`config.mk`:
```
export PLATFORM = sky130hd
export DESIGN_NAME = arb_fairness_monitor
export DESIGN_NICKNAME = d
export VERILOG_FILES = /design/src/rtl/arb_fairness_monitor.sv
export SDC_FILE = /design/constraint.sdc
export NUM_CORES = 1
export LEC_CHECK = 0
export CAP_MARGIN = 20
export CORE_UTILIZATION = 57
export CTS_BUF_LIST = sky130_fd_sc_hd__clkbuf_8
export DETAILED_ROUTE_END_ITERATION = 12
export PLACE_DENSITY = 0.83
export SLEW_MARGIN = 10
export SYNTH_ARGS = -nofsm -noshare
export SYNTH_HDL_FRONTEND = slang
export SYNTH_SLANG_ARGS = --single-unit
```
`constraint.sdc`:
```
create_clock -name clk -period 10 [get_ports clk]
set_input_delay 1 -clock clk [delete_from_list [all_inputs] [get_ports clk]]
set_output_delay 1 -clock clk [all_outputs]
set_load 0.02 [all_outputs]
```
`src/rtl/arb_fairness_monitor.sv`:
```
// Passive fairness and protocol monitor for the switch arbiter.
// Tracks per-port wait, sticky errors, worst wait and grant counts.
module arb_fairness_monitor #(
  parameter int NUM_PORTS    = 4,
  parameter int MAX_WAIT     = 20,
  parameter int WAIT_W       = 8,
  parameter int GCNT_W       = 16,
  parameter int ONEHOT_GRANT = 1
) (
  input  logic                        clk,
  input  logic                        rst,
  input  logic [NUM_PORTS-1:0]        req,
  input  logic [NUM_PORTS-1:0]        grant,
  input  logic                        clear,
  output logic [NUM_PORTS-1:0]        starve_err,
  output logic [NUM_PORTS-1:0]        no_req_err,
  output logic                        multi_err,
  output logic                        err_pulse,
  output logic [WAIT_W-1:0]           max_wait,
  output logic [NUM_PORTS*GCNT_W-1:0] grant_cnt
);

  localparam logic [WAIT_W-1:0] WSAT  = '1;
  localparam logic [WAIT_W-1:0] SWAIT = WAIT_W'(MAX_WAIT - 1);
  localparam logic [GCNT_W-1:0] GSAT  = '1;

  logic [WAIT_W-1:0]           wait_cnt [NUM_PORTS];
  logic [NUM_PORTS-1:0]        hit;
  logic [NUM_PORTS-1:0]        miss;
  logic [NUM_PORTS-1:0]        starve_set;
  logic [NUM_PORTS-1:0]        noreq_set;
  logic                        multi_set;
  logic [WAIT_W-1:0]           cand;
  logic [NUM_PORTS-1:0]        starve_base;
  logic [NUM_PORTS-1:0]        noreq_base;
  logic                        multi_base;
  logic [WAIT_W-1:0]           max_base;
  logic [NUM_PORTS-1:0]        starve_nxt;
  logic [NUM_PORTS-1:0]        noreq_nxt;
  logic                        multi_nxt;
  logic [WAIT_W-1:0]           max_nxt;
  logic                        rise;
  logic [NUM_PORTS*GCNT_W-1:0] gcnt_nxt;

  // Error detection and worst-wait candidate from this cycle's sample
  always_comb begin
    hit        = req & grant;
    miss       = req & ~grant;
    noreq_set  = grant & ~req;
    starve_set = '0;
    cand       = '0;
    for (int p = 0; p < NUM_PORTS; p++) begin
      if (miss[p] && wait_cnt[p] == SWAIT)
        starve_set[p] = 1'b1;
      if (hit[p] && wait_cnt[p] > cand)
        cand = wait_cnt[p];
    end
    multi_set = (ONEHOT_GRANT != 0) &&
                ((grant & (grant - NUM_PORTS'(1))) != '0);
  end

  // Clear first, then merge new events so a same-edge set wins
  always_comb begin
    starve_base = clear ? '0 : starve_err;
    noreq_base  = clear ? '0 : no_req_err;
    multi_base  = clear ? 1'b0 : multi_err;
    max_base    = clear ? '0 : max_wait;
    starve_nxt  = starve_base | starve_set;
    noreq_nxt   = noreq_base | noreq_set;
    multi_nxt   = multi_base | multi_set;
    max_nxt     = (cand > max_base) ? cand : max_base;
    rise        = |(starve_set & ~starve_base) |
                  |(noreq_set & ~noreq_base) |
                  (multi_set & ~multi_base);
  end

  // Saturating per-port grant counters
  always_comb begin
    gcnt_nxt = grant_cnt;
    for (int p = 0; p < NUM_PORTS; p++) begin
      if (hit[p] && grant_cnt[p*GCNT_W +: GCNT_W] != GSAT)
        gcnt_nxt[p*GCNT_W +: GCNT_W] =
          grant_cnt[p*GCNT_W +: GCNT_W] + GCNT_W'(1);
    end
  end

  // Per-port consecutive ungranted-request counters
  always_ff @(posedge clk) begin
    for (int p = 0; p < NUM_PORTS; p++) begin
      if (rst || !miss[p])
        wait_cnt[p] <= '0;
      else if (wait_cnt[p] != WSAT)
        wait_cnt[p] <= wait_cnt[p] + WAIT_W'(1);
    end
  end

  // Registered status outputs
  always_ff @(posedge clk) begin
    if (rst) begin
      starve_err <= '0;
      no_req_err <= '0;
      multi_err  <= 1'b0;
      err_pulse  <= 1'b0;
      max_wait   <= '0;
      grant_cnt  <= '0;
    end else begin
      starve_err <= starve_nxt;
      no_req_err <= noreq_nxt;
      multi_err  <= multi_nxt;
      err_pulse  <= rise;
      max_wait   <= max_nxt;
      grant_cnt  <= gcnt_nxt;
    end
  end

endmodule
```
# Word-level counts from Yosys, hierarchy flattened
# Memories as Yosys holds them, arrays and structs flattened.
# Cells that the tools add are included.
[op_classes]
n_addsub = 9
order_cmp = 5
eq_ne = 12
muxes = 37
bitwise = 21
reduce_logical = 23
[ops]
columns = ["cell", "count"]
rows = [
  ["$mux 8", 10],
  ["$add 16x1->16 const B", 4],
  ["$ne 16x16->1 const B", 4],
  ["$add 8x1->8 const B", 4],
  ["$eq 8x5->1 const B", 4],
  ["$gt 8x8->1", 4],
  ["$ne 8x8->1 const B", 4],
  ["$mux 1", 25],
  ["$and 4x4->4", 6],
  ["$not 4->4", 4],
  ["$logic_and 1x1->1", 12],
  ["$gt 8x1->1 const B", 1],
  ["$mux 4", 2],
  ["$or 4x4->4", 2],
  ["$reduce_or 4->1", 2],
  ["$or 1x1->1", 7],
  ["$logic_not 1->1", 4],
  ["$logic_or 1x1->1", 4],
  ["$reduce_bool 4->1", 1],
  ["$sub 4x1->4 const B", 1],
  ["$and 1x1->1", 1],
  ["$not 1->1", 1],
]
[totals]
regBits = 82
mem_bits_rw = 32
output_inout_bits = 82
mem_count = 1
[memory_table]
columns = ["name", "words", "width", "read_ports", "rd_clocked_by_memory_dff", "write_ports", "line", "rtl"]
rows = [
  ["wait_cnt", 4, 8, 4, 0, 4, "27", "logic [WAIT_W-1:0] wait_cnt [NUM_PORTS];"],
]

# Logic depth before layout (Yosys ltp)
# Gate-level depths: netlist (run 1).
[depth]
word_depth = 14
depth_mapped = 44

# Worst setup path after synthesis (run 1)
# No wires, ideal clock.
[synth_path]
kind = "input -> register"
from = "in grant[0]"
to = "reg max_wait[0]"
setup_ns = 0.120
arrival_time_ns = 8.264
t_required_ns = 9.880
slack_ns = 1.616
path_stages = 39
cell_sequence = "and2_1 clkbuf_1 nand2_1 ha_1 a21oi_1 o21ai_0 or3b_2 nand2_1 buf_1 a21oi_1 ha_1 nand3_1 nor2_1 o211ai_2 or3_1 a21bo_2 a21bo_2 a221o_1 [3 not listed] a21o_1 a21o_1 a21oi_1 o21ai_0 nor3b_1 clkbuf_1 clkbuf_1 o21ai_0 ha_1 o21a_1 o21ai_0 nand2b_1 a21oi_1 o21ai_0 o21ai_0 clkbuf_1 nor3_1 a211o_1"
[synth_via]
elab_chain_len = 14
[synth_rtl]
columns = ["element", "line", "rtl"]
rows = [
  ["start: declaration", "13", "input logic [NUM_PORTS-1:0] grant,"],
  ["$and 4x4->4 *", "47", "hit = req & grant;"],
  ["$logic_and 1x1->1 *", "55", "if (hit[p] && wait_cnt[p] > cand)"],
  ["$mux 8 *", "55", ""],
  ["$gt 8x8->1", "55", ""],
  ["$logic_and 1x1->1", "55", ""],
  ["$mux 8 *", "55", ""],
  ["$gt 8x8->1", "55", ""],
  ["$logic_and 1x1->1", "55", ""],
  ["$mux 8 *", "55", ""],
  ["$gt 8x8->1", "55", ""],
  ["$logic_and 1x1->1", "55", ""],
  ["$mux 8 *", "55", ""],
  ["$gt 8x8->1", "71", "max_nxt = (cand > max_base) ? cand : max_base;"],
  ["$mux 8 *", "71", ""],
  ["end signal: assignment", "111", "max_wait <= max_nxt;"],
  ["end: declaration", "19", "output logic [WAIT_W-1:0] max_wait,"],
]
# Every way passes the cells marked *; elsewhere a longest branch is shown, timed or not.
# A chain may end at the register's enable or synchronous reset.

# Worst setup path in the final report (run 1)
[layout_path]
from = "in req[0]"
to = "reg max_wait[1]"
[layout_via]
elab_chain_len = 14
[layout_rtl]
columns = ["element", "line", "rtl"]
rows = [
  ["start: declaration", "12", "input logic [NUM_PORTS-1:0] req,"],
  ["$and 4x4->4 *", "47", ""],
  ["$logic_and 1x1->1 *", "55", ""],
  ["$mux 8 *", "55", ""],
  ["$gt 8x8->1", "55", ""],
  ["$logic_and 1x1->1", "55", ""],
  ["$mux 8 *", "55", ""],
  ["$gt 8x8->1", "55", ""],
  ["$logic_and 1x1->1", "55", ""],
  ["$mux 8 *", "55", ""],
  ["$gt 8x8->1", "55", ""],
  ["$logic_and 1x1->1", "55", ""],
  ["$mux 8 *", "55", ""],
  ["$gt 8x8->1", "71", ""],
  ["$mux 8 *", "71", ""],
]
# Marks and branches as above.

==> qor.csv, run 1 <==
metric;value;unit
status;finished, final reports clean;
# DRC;0;
Critical Path End Type;register;
gpl congestion;0.869;
port bufs;92;
CP most frequent cell;o21ai_0;
ANT nets after route;0;
peak per-stage delay on the critical path;0.53;ns
worst-path fanout max;19;
Syn Inst Count;747;
Hold Path Class;reg2reg;
mapped cell area;6580;um^2
switching part of the total power;0.248;
final antenna diode count;0;
final setup fails;0;
Reg power frac;0.483;
PD cells;124;nW/um^2
Area after DPL;7590;um^2
Worst-Margin Slew;0.990;ns
Mapped Nets;797;
area growth from synthesis to layout;21.9;%
core box area;11000;um^2
first-pass GRT wire length;25900;um
overall power;0.997;mW
DP Worst Slack;0.0106;ns
DRT iter0 DRCs;409;
highest metal used;met4;
Max IR drop VDD;0.179;mV
Synth Warn #;0;
Final Cell Area;8020;um^2
CTS tree;yes;
CP Depth;38;
Core Rows;38;
CP startpoint kind;primary input;
DR WL/cell;16.2;um
initial antenna violation count;0;
RSZ-0062 raised after global routing;false;
Multi-input gate area;3810;um^2
metal2 WL;7570;um
Net Sw Power;0.247;mW
area leader, netlist;dfxtp_1;
Min Clock Period, post-route;9.19;ns
Max Cap Violations;0;
wire length on met3;846;um
full die area;12000;um^2
endpoints failing hold;0;
Hold WS;0.497;ns
cts hold-fix bufs;0;
CTS buffer count;17;
Layout Nets;888;
drt total wl;16000;um
Int Pwr;0.749;mW
Seq cells post-synth;114;
Worst-Skew Late Latency;0.45;ns
H-tree depth;4;
gr usage total;0.282;
die width;109;um
CP top delay family;simple AND/OR/NAND/NOR gates;
FILL cells;814;
max-slew violations;0;
initial core utilization;0.596;
post-synthesis sequential area ratio;0.396;
main area contributors after synthesis;dfxtp_1 (25%), edfxtp_1 (15%), ha_1 (7.4%), nor2_1 (6.7%), xor2_1 (6.7%);
CP Class;in2reg;
area share of the largest cell type after synthesis;0.250;
Clk network pwr share;0.458;
clk buf depth;2;
total gr overflow;0;
Worst-path clk slew;0.07;ns
dominant synthesized flop cell;dfxtp_1;
Die Ht;109;um
Synth async-reset ratio;0;
Logic pwr share;0.059;
fin util;0.727;
Clock Sinks;114;
number of flops mapped to enable cells by yosys;32;
Buf+Inv Stages, Crit Path;3;
setup slack after layout;0.806;ns
Slowest cell on crit path;clkdlybuf4s50_1;
layout cell share with drive strength beyond 1;0.0717;
register area;2600;um^2
setup TNS;0;ns
hold path depth;2;
period utilisation layout;0.919;
Syn Area/Cell;8.81;um^2
Slew HR;0.340;
static leakage;3.10;nW
fmax;109;MHz
Final HPWL DP;11600;um
number of vias per cell;5.81;
vias in the first global route;5419;
non-filler cells, final;991;
Worst Reg-to-Reg Cells;39;
met1 wire length;7270;um
io pins;93;
Worst EP arrival;9.56;ns
router iterations before antenna repair;8;
CTS Root Cell;clkbuf_8;
Clock Skews;0.00746;ns
pin count of the biggest net entering global routing;96;
synth unique cells;58;
Placed Cells;958;
WP data required;10.36;ns
routed vias;5753;
power by group through the flow:
stage / registers (mW) / logic [mW] / clock network (mW)
6_report: 0.482 / 0.0590 / 0.456
4_1_cts: 0.482 / 0.0585 / 0.460
3_3_place_gp: 0.492 / 0.0567 / 0
2_1_floorplan: 0.496 / 0.0315 / 0
5_1_grt: 0.482 / 0.0641 / 0.481
3_5_place_dp: 0.492 / 0.0580 / 0
tightest hold or removal path: stages (launching register included):
cell and delay, ns:
dfxtp_1 0.33, nand2b_1 0.07, a21oi_1 0.06
registers in the layout, summed over array words and instances (netlist names):
| register | flops |
|---|---|
| max_wait | 8 |
| starve_err | 4 |
| no_req_err | 4 |
| grant_cnt | 64 |
| wait_cnt | 32 |
| multi_err | 1 |
| err_pulse | 1 |
logic make-up (layout without fill, tap and decap cells):
logic type,count (synthesis),count (layout),share of synthesized area
adder cells (fa/ha/maj),40,40,0.0757
AO/OA/AOI/OAI,95,95,0.0902
multiplexers,16,16,0.0291
flip-flops,114,114,0.396
buffers and inverters,42,146,0.0262
XOR/XNOR,78,78,0.104
AND/OR/NAND/NOR,362,362,0.279
layer usage:
metal | vias to the layer above | GRT usage
li1 | 2800 | -
met2 | 182 | 0.452
met1 | 2741 | 0.368
met3 | 30 | 0.0658
met5 | - | 0
met4 | 0 | 0.110
final cells by class:
type	count	share of cell area
clock inverter	15	0.0226
tap	140	0.0218
sequential	114	0.325
clock buffer	17	0.0292
multi-input combinational	591	0.475
inverter	18	0.00843
timing repair buffer	96	0.118
synthesized netlist by cell type, types with 2 or more instances:
library cell,count
nand2b_1,29
and3_1,21
edfxtp_1,32
buf_6,2
buf_1,3
or2_2,3
or3_1,9
and4_1,7
clkbuf_1,19
mux2_4,6
dfxtp_1,82
ha_1,39
a21o_1,6
a31oi_1,2
nor2_1,118
a311oi_1,2
a21bo_2,2
or3b_2,4
nor3b_1,5
nor4b_1,3
o21ai_0,30
and3b_1,7
nand2_1,60
xor2_1,50
and2_1,9
a21oi_1,36
mux2i_1,9
inv_1,18
o2111ai_1,2
nor2b_1,12
nand3_1,33
xnor2_1,28
nor3_1,13
nand4_1,22
layout by cell type, fill, tap and decap left out, types with 2 or more instances in the layout:
cell type / n
nor2_1: 118
clkdlybuf4s50_1: 91
dfxtp_1: 82
nand2_1: 59
xor2_1: 50
ha_1: 39
a21oi_1: 36
nand3_1: 33
edfxtp_1: 32
o21ai_0: 30
nand2b_1: 29
xnor2_1: 28
nand4_1: 22
and3_1: 21
inv_1: 18
clkbuf_8: 17
nor3_1: 13
nor2b_1: 12
and2_1: 9
or3_1: 9
mux2i_1: 9
and4_1: 7
and3b_1: 7
a21o_1: 6
mux2_4: 6
nor3b_1: 4
or3b_2: 4
clkinv_4: 4
buf_4: 4
or2_2: 3
nor4b_1: 3
bufinv_16: 3
clkinv_2: 3
inv_6: 3
o2111ai_1: 2
a311oi_1: 2
a21bo_2: 2
a31oi_1: 2
clkinvlp_4: 2
repair_timing:
item	in CTS	in global routing
buffers inserted	0	0
setup endpoints to repair	0	2
gates resized for setup	0	1
final timing paths:
kind                        from       endpoint  slack, ns
setup / recovery          req[0]    max_wait[1]       0.81
hold / removal     starve_err[2]  starve_err[2]       0.50
setup reg to reg  wait_cnt[0][1]    max_wait[1]       1.17
hold reg to reg    starve_err[2]  starve_err[2]       0.50
Note: power is estimated with default switching activity, not from simulation.
==> run 2: changes to the inputs <==
--- a/config.mk
+++ b/config.mk
@@ -5,6 +5,7 @@
 export SDC_FILE = /design/constraint.sdc
 export NUM_CORES = 1
 export LEC_CHECK = 0
+export ABC_CLOCK_PERIOD_IN_PS = 10000
 export CAP_MARGIN = 20
 export CORE_UTILIZATION = 57
 export CTS_BUF_LIST = sky130_fd_sc_hd__clkbuf_8
==> results of run 2 <==
Final layout, timing and power as in run 1 (identical DEF).
==> run 3: changes to the inputs <==
--- a/config.mk
+++ b/config.mk
@@ -9,6 +9,7 @@
 export CAP_MARGIN = 20
 export CORE_UTILIZATION = 57
 export CTS_BUF_LIST = sky130_fd_sc_hd__clkbuf_8
+export CTS_CLUSTER_DIAMETER = 80
 export DETAILED_ROUTE_END_ITERATION = 12
 export PLACE_DENSITY = 0.83
 export SLEW_MARGIN = 10
==> results of run 3 <==
Final layout, timing and power as in run 1 (identical DEF).
